## src/rtl/riscv_lsu_pkg.sv

```systemverilog
// riscv_lsu_pkg: LSU state encoding, funct3 access codes and bus defaults
package riscv_lsu_pkg;
  localparam int LSU_XLEN = 32;
  localparam int LSU_BUS_TIMEOUT = 16;
  typedef enum logic [1:0] {LSU_IDLE, LSU_REQ, LSU_RESP, LSU_DONE} lsu_state_e;
  localparam logic [2:0] F3_B  = 3'b000;
  localparam logic [2:0] F3_H  = 3'b001;
  localparam logic [2:0] F3_W  = 3'b010;
  localparam logic [2:0] F3_BU = 3'b100;
  localparam logic [2:0] F3_HU = 3'b101;
endpackage

```

## src/rtl/riscv_lsu_align.sv

```systemverilog
// riscv_lsu_align: store lane formatting, load extraction/extension, access legality
// we_i/funct3_i/addr_i describe the access; wr_data_i is rs2, rdata_i the bus word.
// be_o/wr_data_o drive the bus, rd_data_o is the extended load, bad_o flags misaligned/illegal.
module riscv_lsu_align import riscv_lsu_pkg::*; #(
  parameter int XLEN = LSU_XLEN
) (
  input  logic            we_i,
  input  logic [2:0]      funct3_i,
  input  logic [1:0]      addr_i,
  input  logic [XLEN-1:0] wr_data_i,
  input  logic [XLEN-1:0] rdata_i,
  output logic [3:0]      be_o,
  output logic [XLEN-1:0] wr_data_o,
  output logic [XLEN-1:0] rd_data_o,
  output logic            bad_o
);
  logic illegal, misaligned, is_b, is_h;
  logic [7:0] byte_v;
  logic [15:0] half_v;
  assign is_b = funct3_i[1:0] == 2'b00;
  assign is_h = funct3_i[1:0] == 2'b01;
  // Unsigned variants exist only for loads; stores with funct3[2] set are illegal.
  assign illegal = !(funct3_i inside {F3_B, F3_H, F3_W} || (!we_i && funct3_i inside {F3_BU, F3_HU}));
  assign misaligned = (is_h && addr_i[0]) || (funct3_i[1:0] == 2'b10 && addr_i != 2'b00);
  assign bad_o = illegal | misaligned;
  assign be_o = !we_i ? 4'b1111 : is_b ? 4'b0001 << addr_i : is_h ? 4'b0011 << {addr_i[1], 1'b0} : 4'b1111;
  assign wr_data_o = is_b ? {4{wr_data_i[7:0]}} : is_h ? {2{wr_data_i[15:0]}} : wr_data_i;
  assign byte_v = rdata_i[{addr_i, 3'b000} +: 8];
  assign half_v = rdata_i[{addr_i[1], 4'b0000} +: 16];
  assign rd_data_o = is_b ? {{24{byte_v[7] & ~funct3_i[2]}}, byte_v}
                   : is_h ? {{16{half_v[15] & ~funct3_i[2]}}, half_v}
                   : rdata_i;
endmodule

```

## src/rtl/riscv_lsu.sv

```systemverilog
// riscv_lsu: load/store unit bridging the core memory port to a valid/ready data bus
// Core side: i_lsu_req/we/funct3/addr/wr_data in; o_lsu_rd_data/done/err/stall out.
// Bus side: o_bus_valid/we/addr/be/wr_data out with i_bus_ready; i_bus_rvalid/rdata return.
module riscv_lsu import riscv_lsu_pkg::*; #(
  parameter int XLEN        = LSU_XLEN,
  parameter int BUS_TIMEOUT = LSU_BUS_TIMEOUT
) (
  input  logic            i_clk,
  input  logic            i_rst,
  input  logic            i_lsu_req,
  input  logic            i_lsu_we,
  input  logic [2:0]      i_lsu_funct3,
  input  logic [XLEN-1:0] i_lsu_addr,
  input  logic [XLEN-1:0] i_lsu_wr_data,
  output logic [XLEN-1:0] o_lsu_rd_data,
  output logic            o_lsu_done,
  output logic            o_lsu_err,
  output logic            o_lsu_stall,
  output logic            o_bus_valid,
  input  logic            i_bus_ready,
  output logic            o_bus_we,
  output logic [XLEN-1:0] o_bus_addr,
  output logic [3:0]      o_bus_be,
  output logic [XLEN-1:0] o_bus_wr_data,
  input  logic            i_bus_rvalid,
  input  logic [XLEN-1:0] i_bus_rdata
);
  localparam int CW = $clog2(BUS_TIMEOUT + 1);
  lsu_state_e state_q, state_d;
  logic we_q, err_q, err_d, idle, in_req, in_done, bad, timeout;
  logic [2:0] f3_q;
  logic [XLEN-1:0] addr_q, wdata_q, rdata_q, rdata_d, fmt_wdata, rd_ext;
  logic [3:0] fmt_be;
  logic [CW-1:0] cnt_q, cnt_d;
  assign idle = state_q == LSU_IDLE;
  assign in_req = state_q == LSU_REQ;
  assign in_done = state_q == LSU_DONE;
  assign timeout = cnt_q >= CW'(BUS_TIMEOUT - 1);
  // In IDLE the incoming request is checked for legality before it is latched;
  // afterwards the latched copy drives formatting so the bus fields stay stable.
  riscv_lsu_align #(.XLEN(XLEN)) u_align (
    .we_i      (idle ? i_lsu_we : we_q),
    .funct3_i  (idle ? i_lsu_funct3 : f3_q),
    .addr_i    (idle ? i_lsu_addr[1:0] : addr_q[1:0]),
    .wr_data_i (idle ? i_lsu_wr_data : wdata_q),
    .rdata_i   (i_bus_rdata),
    .be_o      (fmt_be),
    .wr_data_o (fmt_wdata),
    .rd_data_o (rd_ext),
    .bad_o     (bad)
  );
  always_comb begin
    state_d = state_q;
    err_d = err_q;
    rdata_d = rdata_q;
    cnt_d = cnt_q;
    case (state_q)
      LSU_IDLE: if (i_lsu_req) begin
        err_d = bad;
        rdata_d = '0;
        cnt_d = '0;
        state_d = bad ? LSU_DONE : LSU_REQ;
      end
      LSU_REQ: begin
        cnt_d = cnt_q + 1'b1;
        state_d = i_bus_ready ? (we_q ? LSU_DONE : LSU_RESP) : timeout ? LSU_DONE : LSU_REQ;
        err_d = !i_bus_ready && timeout;
      end
      LSU_RESP: begin
        cnt_d = cnt_q + 1'b1;
        rdata_d = i_bus_rvalid ? rd_ext : rdata_q;
        state_d = (i_bus_rvalid || timeout) ? LSU_DONE : LSU_RESP;
        err_d = !i_bus_rvalid && timeout;
      end
      default: state_d = LSU_IDLE;
    endcase
  end
  always_ff @(posedge i_clk or posedge i_rst)
    if (i_rst) begin
      state_q <= LSU_IDLE;
      err_q <= 1'b0;
      rdata_q <= '0;
      cnt_q <= '0;
      we_q <= 1'b0;
      f3_q <= '0;
      addr_q <= '0;
      wdata_q <= '0;
    end else begin
      state_q <= state_d;
      err_q <= err_d;
      rdata_q <= rdata_d;
      cnt_q <= cnt_d;
      if (idle && i_lsu_req) begin
        we_q <= i_lsu_we;
        f3_q <= i_lsu_funct3;
        addr_q <= i_lsu_addr;
        wdata_q <= i_lsu_wr_data;
      end
    end
  // Bus fields are zero outside REQ so reset clears every output at once.
  assign o_bus_valid = in_req;
  assign o_bus_we = in_req & we_q;
  assign o_bus_addr = in_req ? {addr_q[XLEN-1:2], 2'b00} : '0;
  assign o_bus_be = in_req ? fmt_be : 4'b0000;
  assign o_bus_wr_data = in_req ? fmt_wdata : '0;
  assign o_lsu_done = in_done;
  assign o_lsu_err = in_done & err_q;
  assign o_lsu_rd_data = in_done ? rdata_q : '0;
  assign o_lsu_stall = !i_rst && ((idle && i_lsu_req) || in_req || state_q == LSU_RESP);
endmodule

```

## config.mk

```make
export PLATFORM = sky130hd
export DESIGN_NAME = riscv_lsu
export DESIGN_NICKNAME = d
export VERILOG_FILES = /design/src/rtl/riscv_lsu_pkg.sv /design/src/rtl/riscv_lsu_align.sv /design/src/rtl/riscv_lsu.sv
export SDC_FILE = /design/constraint.sdc
export NUM_CORES = 1
export LEC_CHECK = 0
export ABC_AREA = 1
export BUFFER_PORTS_ARGS = -buffer_cell sky130_fd_sc_hd__buf_2
export CAP_MARGIN = 5
export CORE_UTILIZATION = 47
export DETAILED_ROUTE_END_ITERATION = 10
export PLACE_DENSITY = 0.75
export SETUP_SLACK_MARGIN = 0.1
export SYNTH_ARGS = -nofsm -noshare
export SYNTH_HDL_FRONTEND = slang
export SYNTH_SLANG_ARGS = --single-unit
```

## constraint.sdc

```tcl
create_clock -name i_clk -period 3.3 [get_ports i_clk]
set_input_delay 0.66 -clock i_clk [delete_from_list [all_inputs] [get_ports i_clk]]
set_output_delay 0.66 -clock i_clk [all_outputs]
set_load 0.01 [all_outputs]
```

Yosys cells after proc, flatten, opt, wreduce, memory -nomap -nowiden --
Cells that the tools add are included.
Cells by class: add/sub/neg operators 1, magnitude comparators 1, equal/unequal tests 11, shift-type cells 4, muxes and demuxes 29, bitwise logic cells 6, reductions and logical operators 30
Operator list (number):
- 2-to-1 mux 32 bit | 10
- one-hot mux 32 bit (2 select lines) | 1
- variable part select 32 x 6 -> 16 bit | 1
- variable part select 32 x 6 -> 8 bit | 1
- 2-to-1 mux 4 bit | 4
- 2-to-1 mux 2 bit | 5
- one-hot mux 5 bit (2 select lines) | 1
- nonzero test 2 bit | 4
- logical AND 1 bit | 7
- equality test 2 bit (second input constant) | 3
- equality test 3 bit (second input constant) | 2
- one-hot mux 2 bit (3 select lines) | 1
- nonzero test 3 bit | 2
- adder 5 x 1 -> 5 bit (second input constant) | 1
- >= comparator 5 x 4 -> 1 bit (second input constant) | 1
- zero test 1 bit | 5
- logical OR 1 bit | 5
- 2-to-1 mux 5 bit | 1
- AND 1 bit | 4
- equality test 2 x 1 -> 1 bit (second input constant) | 2
- zero test 2 bit | 2
- 2-to-1 mux 1 bit | 4
- != test 2 bit (second input constant) | 2
- AND reduction 2 bit | 2
- other kinds (11) | 11
Word-level totals: register bits after elaboration 108, input port bits 105, output and inout bits 105

Logic depth before layout (Yosys ltp) --
word-level depth 11, gate-level depth with buffers 14, gate-level depth less buffers 12

By module --
From an unflattened synthesis, not the netlist that was laid out.
Second synthesis, totals: cell total of the unflattened synthesis 1089, area, all modules 7204.4 um2
Modules (own cells, without submodules):
- riscv_lsu | instances 1, cells each 731, area an instance 5620.4 um2, sequential area each 2702.6 um2
- riscv_lsu_align | instances 1, cells each 358, area an instance 1584.0 um2, sequential area each 0.0 um2

Least setup slack after synthesis --
OpenSTA, ideal clock, no wires.
path type register to output, start register state_q[0], end output port o_bus_wr_data[16], arrival 1706 ps, required time 2640 ps, setup slack 934 ps, cell stages (with the launch flop) 11, buffers on the path 3, cell sequence dfrtp_1 inv_1 ha_1 buf_6 inv_4 nand2_2 nand2_2 buf_6 clkinv_2 buf_2 a211oi_1
On the way: cells in the longest elaborated chain, start to end 6, elaborated cells on any way between the ends 9, classes of those cells eq/ne: 2; mux: 5; reduce/logical: 2
Ends and longest elaborated chain:
- from (decl) | RTL line riscv_lsu.sv:29 | lsu_state_e state_q, state_d;
- from (signal assigned) | RTL line riscv_lsu.sv:89 | state_q <= state_d;
- zero test 2 bit | RTL line riscv_lsu.sv:35 | assign idle = state_q == LSU_IDLE;
- 2-to-1 mux 3 bit | RTL line riscv_lsu.sv:43 | .funct3_i (idle ? i_lsu_funct3 : f3_q),
- equality test 2 x 1 -> 1 bit | RTL line riscv_lsu_align.sv:21 | assign is_h = funct3_i[1:0] == 2'b01;
- 2-to-1 mux 32 bit (2 in series) | RTL line riscv_lsu_align.sv:27 | assign wr_data_o = is_b ? {4{wr_data_i[7:0]}} : is_h ? {2{wr_data_i[15:0]}} : wr_data_i;
- 2-to-1 mux 32 bit * | RTL line riscv_lsu.sv:105 | assign o_bus_wr_data = in_req ? fmt_wdata : '0;
- to (decl) | RTL line riscv_lsu.sv:24 | output logic [XLEN-1:0] o_bus_wr_data,
Mark *: on every way between the ends. The rest lies on a longest branch, timed or not.

Worst setup path after layout --
start register state_q[1], end output port o_bus_wr_data[22]
Same word-level chain as after synthesis.

==> results_dict.tcl <==
set metrics [dict create \
    synthCells 952 \
    regArea_sq_mm 0.00270 \
    drtPass1Iterations 5 \
    cts_sinks 108 \
    rows 43 \
    finalPower_mw 8.33 \
    finalSetupViolCount 0 \
    startpoint_type "flip-flop" \
    endpoint_kind "output port" \
    synth_common_cells "nand2_1, inv_1, dfrtp_1" \
    drt_iter0_drc 515 \
    reg2reg_slack_ps 850 \
    worstMarginPinSlew_ps 886 \
    wl_per_cell_um 14.1 \
    yosys_warnings 0 \
    r2r-start "state_q[1]" \
    final_cells 1314 \
    dpl.hpwl_um 13400 \
    ant_nets 0 \
    crit_family "compound AO/OA/AOI/OAI gates" \
    syn_to_final_growth_pct 22.2 \
    syn-cell-area_sq_mm 0.00664 \
    cellLeakagePower_nw 4.96 \
    fill_cells 1300 \
    synth.most_common_cell "nand2_1" \
    root_buffer "clkbuf_16" \
    postLayoutCellArea_sq_mm 0.00812 \
    via_per_inst 5.03 \
    grtUsageMet3_pct 6.16 \
    antenna_found_initial 1 \
    grt_pass1_wl_um 29600 \
    place_inst 1298 \
    cts_buffer_depth 2 \
    slowest_stage "o21ai_0" \
    die_x_um 121 \
    ys_seq_area_share_pct 40.7 \
    cts_max_level 3 \
    core_area_sq_mm 0.0138 \
    fin_hold_ws_ps 476 \
    r2r-end "rdata_q[8]" \
    clkTransAtPathRegs_ps 80 \
    avgSynthCellArea_sq_um 6.98 \
    grt_setup_unrepaired "no" \
    grt.met1_usage_pct 33.0 \
    synth_edf_count 0 \
    startpoint "state_q[1]" \
    portBuffers 207 \
    min_period_ps 3100 \
    critPathKind "flip-flop to output port" \
    yosysTopAreaCellShare_pct 40.7 \
    rr_worst_depth 11 \
    crit_chain "inv_1 > ha_4 > buf_6 > o21ai_0 > nor2_1 > a211oi_1 > buf_2" \
    grt_busiest_layer "met2" \
    gp_congestion 0.867 \
    hold_buffers 0 \
    finalClockSkew_ps 8.25 \
    start_util_pct 48.0 \
    crit_arrival_ps 2440 \
    ios 210 \
    drive_above_1_share_pct 25.9 \
    dieArea_sq_mm 0.0146 \
    finalCritPeriodShare_pct 93.9 \
    synth_top_cells_by_area "dfrtp_1, nand2_1, inv_1" \
    setup_tns_ps 0 \
    grt_max_degree 106 \
    grt_pass1_vias 5917 \
    nets 1240 \
    yosysTopAreaCell "dfrtp_1" \
    globalRoute.totalOverflow 0 \
    required_ps 2640 \
    multi_input_area_sq_mm 0.00310 \
    synth_top_flop_cell "dfrtp_1" \
    grtUsageTotal_pct 26.1 \
    diodes 0 \
    cp_max_fo 36 \
    hp-class "input port to async pin" \
    worstSkewPairLatency_ps 360 \
    yosysUniqueCellTypes 34 \
    power_density_mw_per_mm2 1030 \
    cts_tree "done" \
    fmax_mhz 323 \
    grt_use_met2_pct 42.9 \
    die_h_um 121 \
    hold_viol 0 \
    ir_worst_vdd_mv 0.489 \
    async_flop_share_pct 100 \
    placed_cell_area_sq_mm 0.00776 \
    synth-seq-cells 108 \
    route.detailed.drc 0 \
    crit_buf_inv 3 \
    outcome "complete, no violations" \
    num_vias 6607 \
    wl_um 18600 \
    drv_slew 0 \
    maxCapViolCount 0 \
    cts_buffers 9 \
    slew_headroom_pct 40.8 \
    slowest_delay_ps 510 \
]
-- worst max-delay path by stage --
stage                   endpoint  slack (ps)  depth (start not counted)
6_report       o_bus_wr_data[22]         200                          7
5_1_grt              o_bus_be[0]         120                         10
4_1_cts         o_bus_wr_data[8]          90                          9
3_5_place_dp   o_bus_wr_data[17]         450                          7
3_3_place_gp    o_bus_wr_data[8]         460                          7
2_1_floorplan  o_bus_wr_data[16]         930                         10
-- metrics by stage --
stage | util [%] | setup slack (ps)
finish | 58.7 | 202
global route | 58.7 | 119
CTS | 58.4 | 90.6
detailed placement | 56.1 | 452
global placement | 56.1 | 458
floorplan | - | 934
-- worst register-to-register path, stage by stage (launching register included) --
cell     delay, ps
dfrtp_1        410
inv_1          110
ha_4           200
inv_4          140
nand2_2         80
nand2_4        190
nand2_4        220
buf_4          250
inv_2          150
nand2_2        320
nand3_1        200
nand2_1         60
-- logic make-up after synthesis --
| family | synth area share, % |
|---|---|
| multiplexers | 5.41 |
| AND/OR/NAND/NOR | 27.2 |
| other | 0.0565 |
| AO/OA/AOI/OAI | 12.4 |
| buffers and inverters | 13.1 |
| flip-flops | 40.7 |
| adder cells (fa/ha/maj) | 1.13 |
-- cell usage in the layout (no fill, tap or decap), drive strengths merged, types with 2 or more instances in the layout --
cell type | synthesis | routed
nor2 | 57 | 57
a21oi | 52 | 52
a31oi | 2 | 2
nand3 | 54 | 54
o21ai | 90 | 90
clkinv | 1 | 2
nor3 | 2 | 2
o22ai | 2 | 2
a211oi | 9 | 9
dfrtp | 108 | 108
conb | 1 | 2
ha | 6 | 6
mux2 | 31 | 31
clkbuf | 17 | 9
buf | 39 | 221
nand2 | 328 | 328
inv | 149 | 153
-- layer usage --
layer,wire (um),part of all wire (%)
met5,16,0.086
met1,7460,40
met2,8890,48
met4,469,2.5
met3,1750,9.4
-- report_power, final --
group / leakage [nW] / total (mW) / internal (mW) / switching, mW
Clock: 0.157 / 1.18 / 0.614 / 0.563
Combinational: 3.47 / 4.87 / 1.70 / 3.17
Sequential: 1.34 / 2.29 / 1.97 / 0.324
Total: 4.96 / 8.33 / 4.28 / 4.05
-- flip-flops by register name, indices dropped and copies added (netlist names) --
register  flops
we_q          1
f3_q          3
addr_q       32
rdata_q      32
wdata_q      32
state_q       2
cnt_q         5
err_q         1
-- repair_timing --
| action | 4_1_cts | 5_1_grt |
|---|---|---|
| buffers inserted | 0 | 0 |
| setup endpoints to repair | 5 | 28 |
| pin swaps | 0 | 1 |
| gates resized for setup | 2 | 9 |
-- final cells by class --
class,instances,share of cell area (%)
flip-flops and latches,108,33.3
clock buffers,9,2.78
multi-input cells,639,38.2
well taps,180,2.78
inverters,150,7.08
clock inverters,7,1.20
repair buffers,221,14.7
Note: power is estimated with default switching activity, not from simulation.
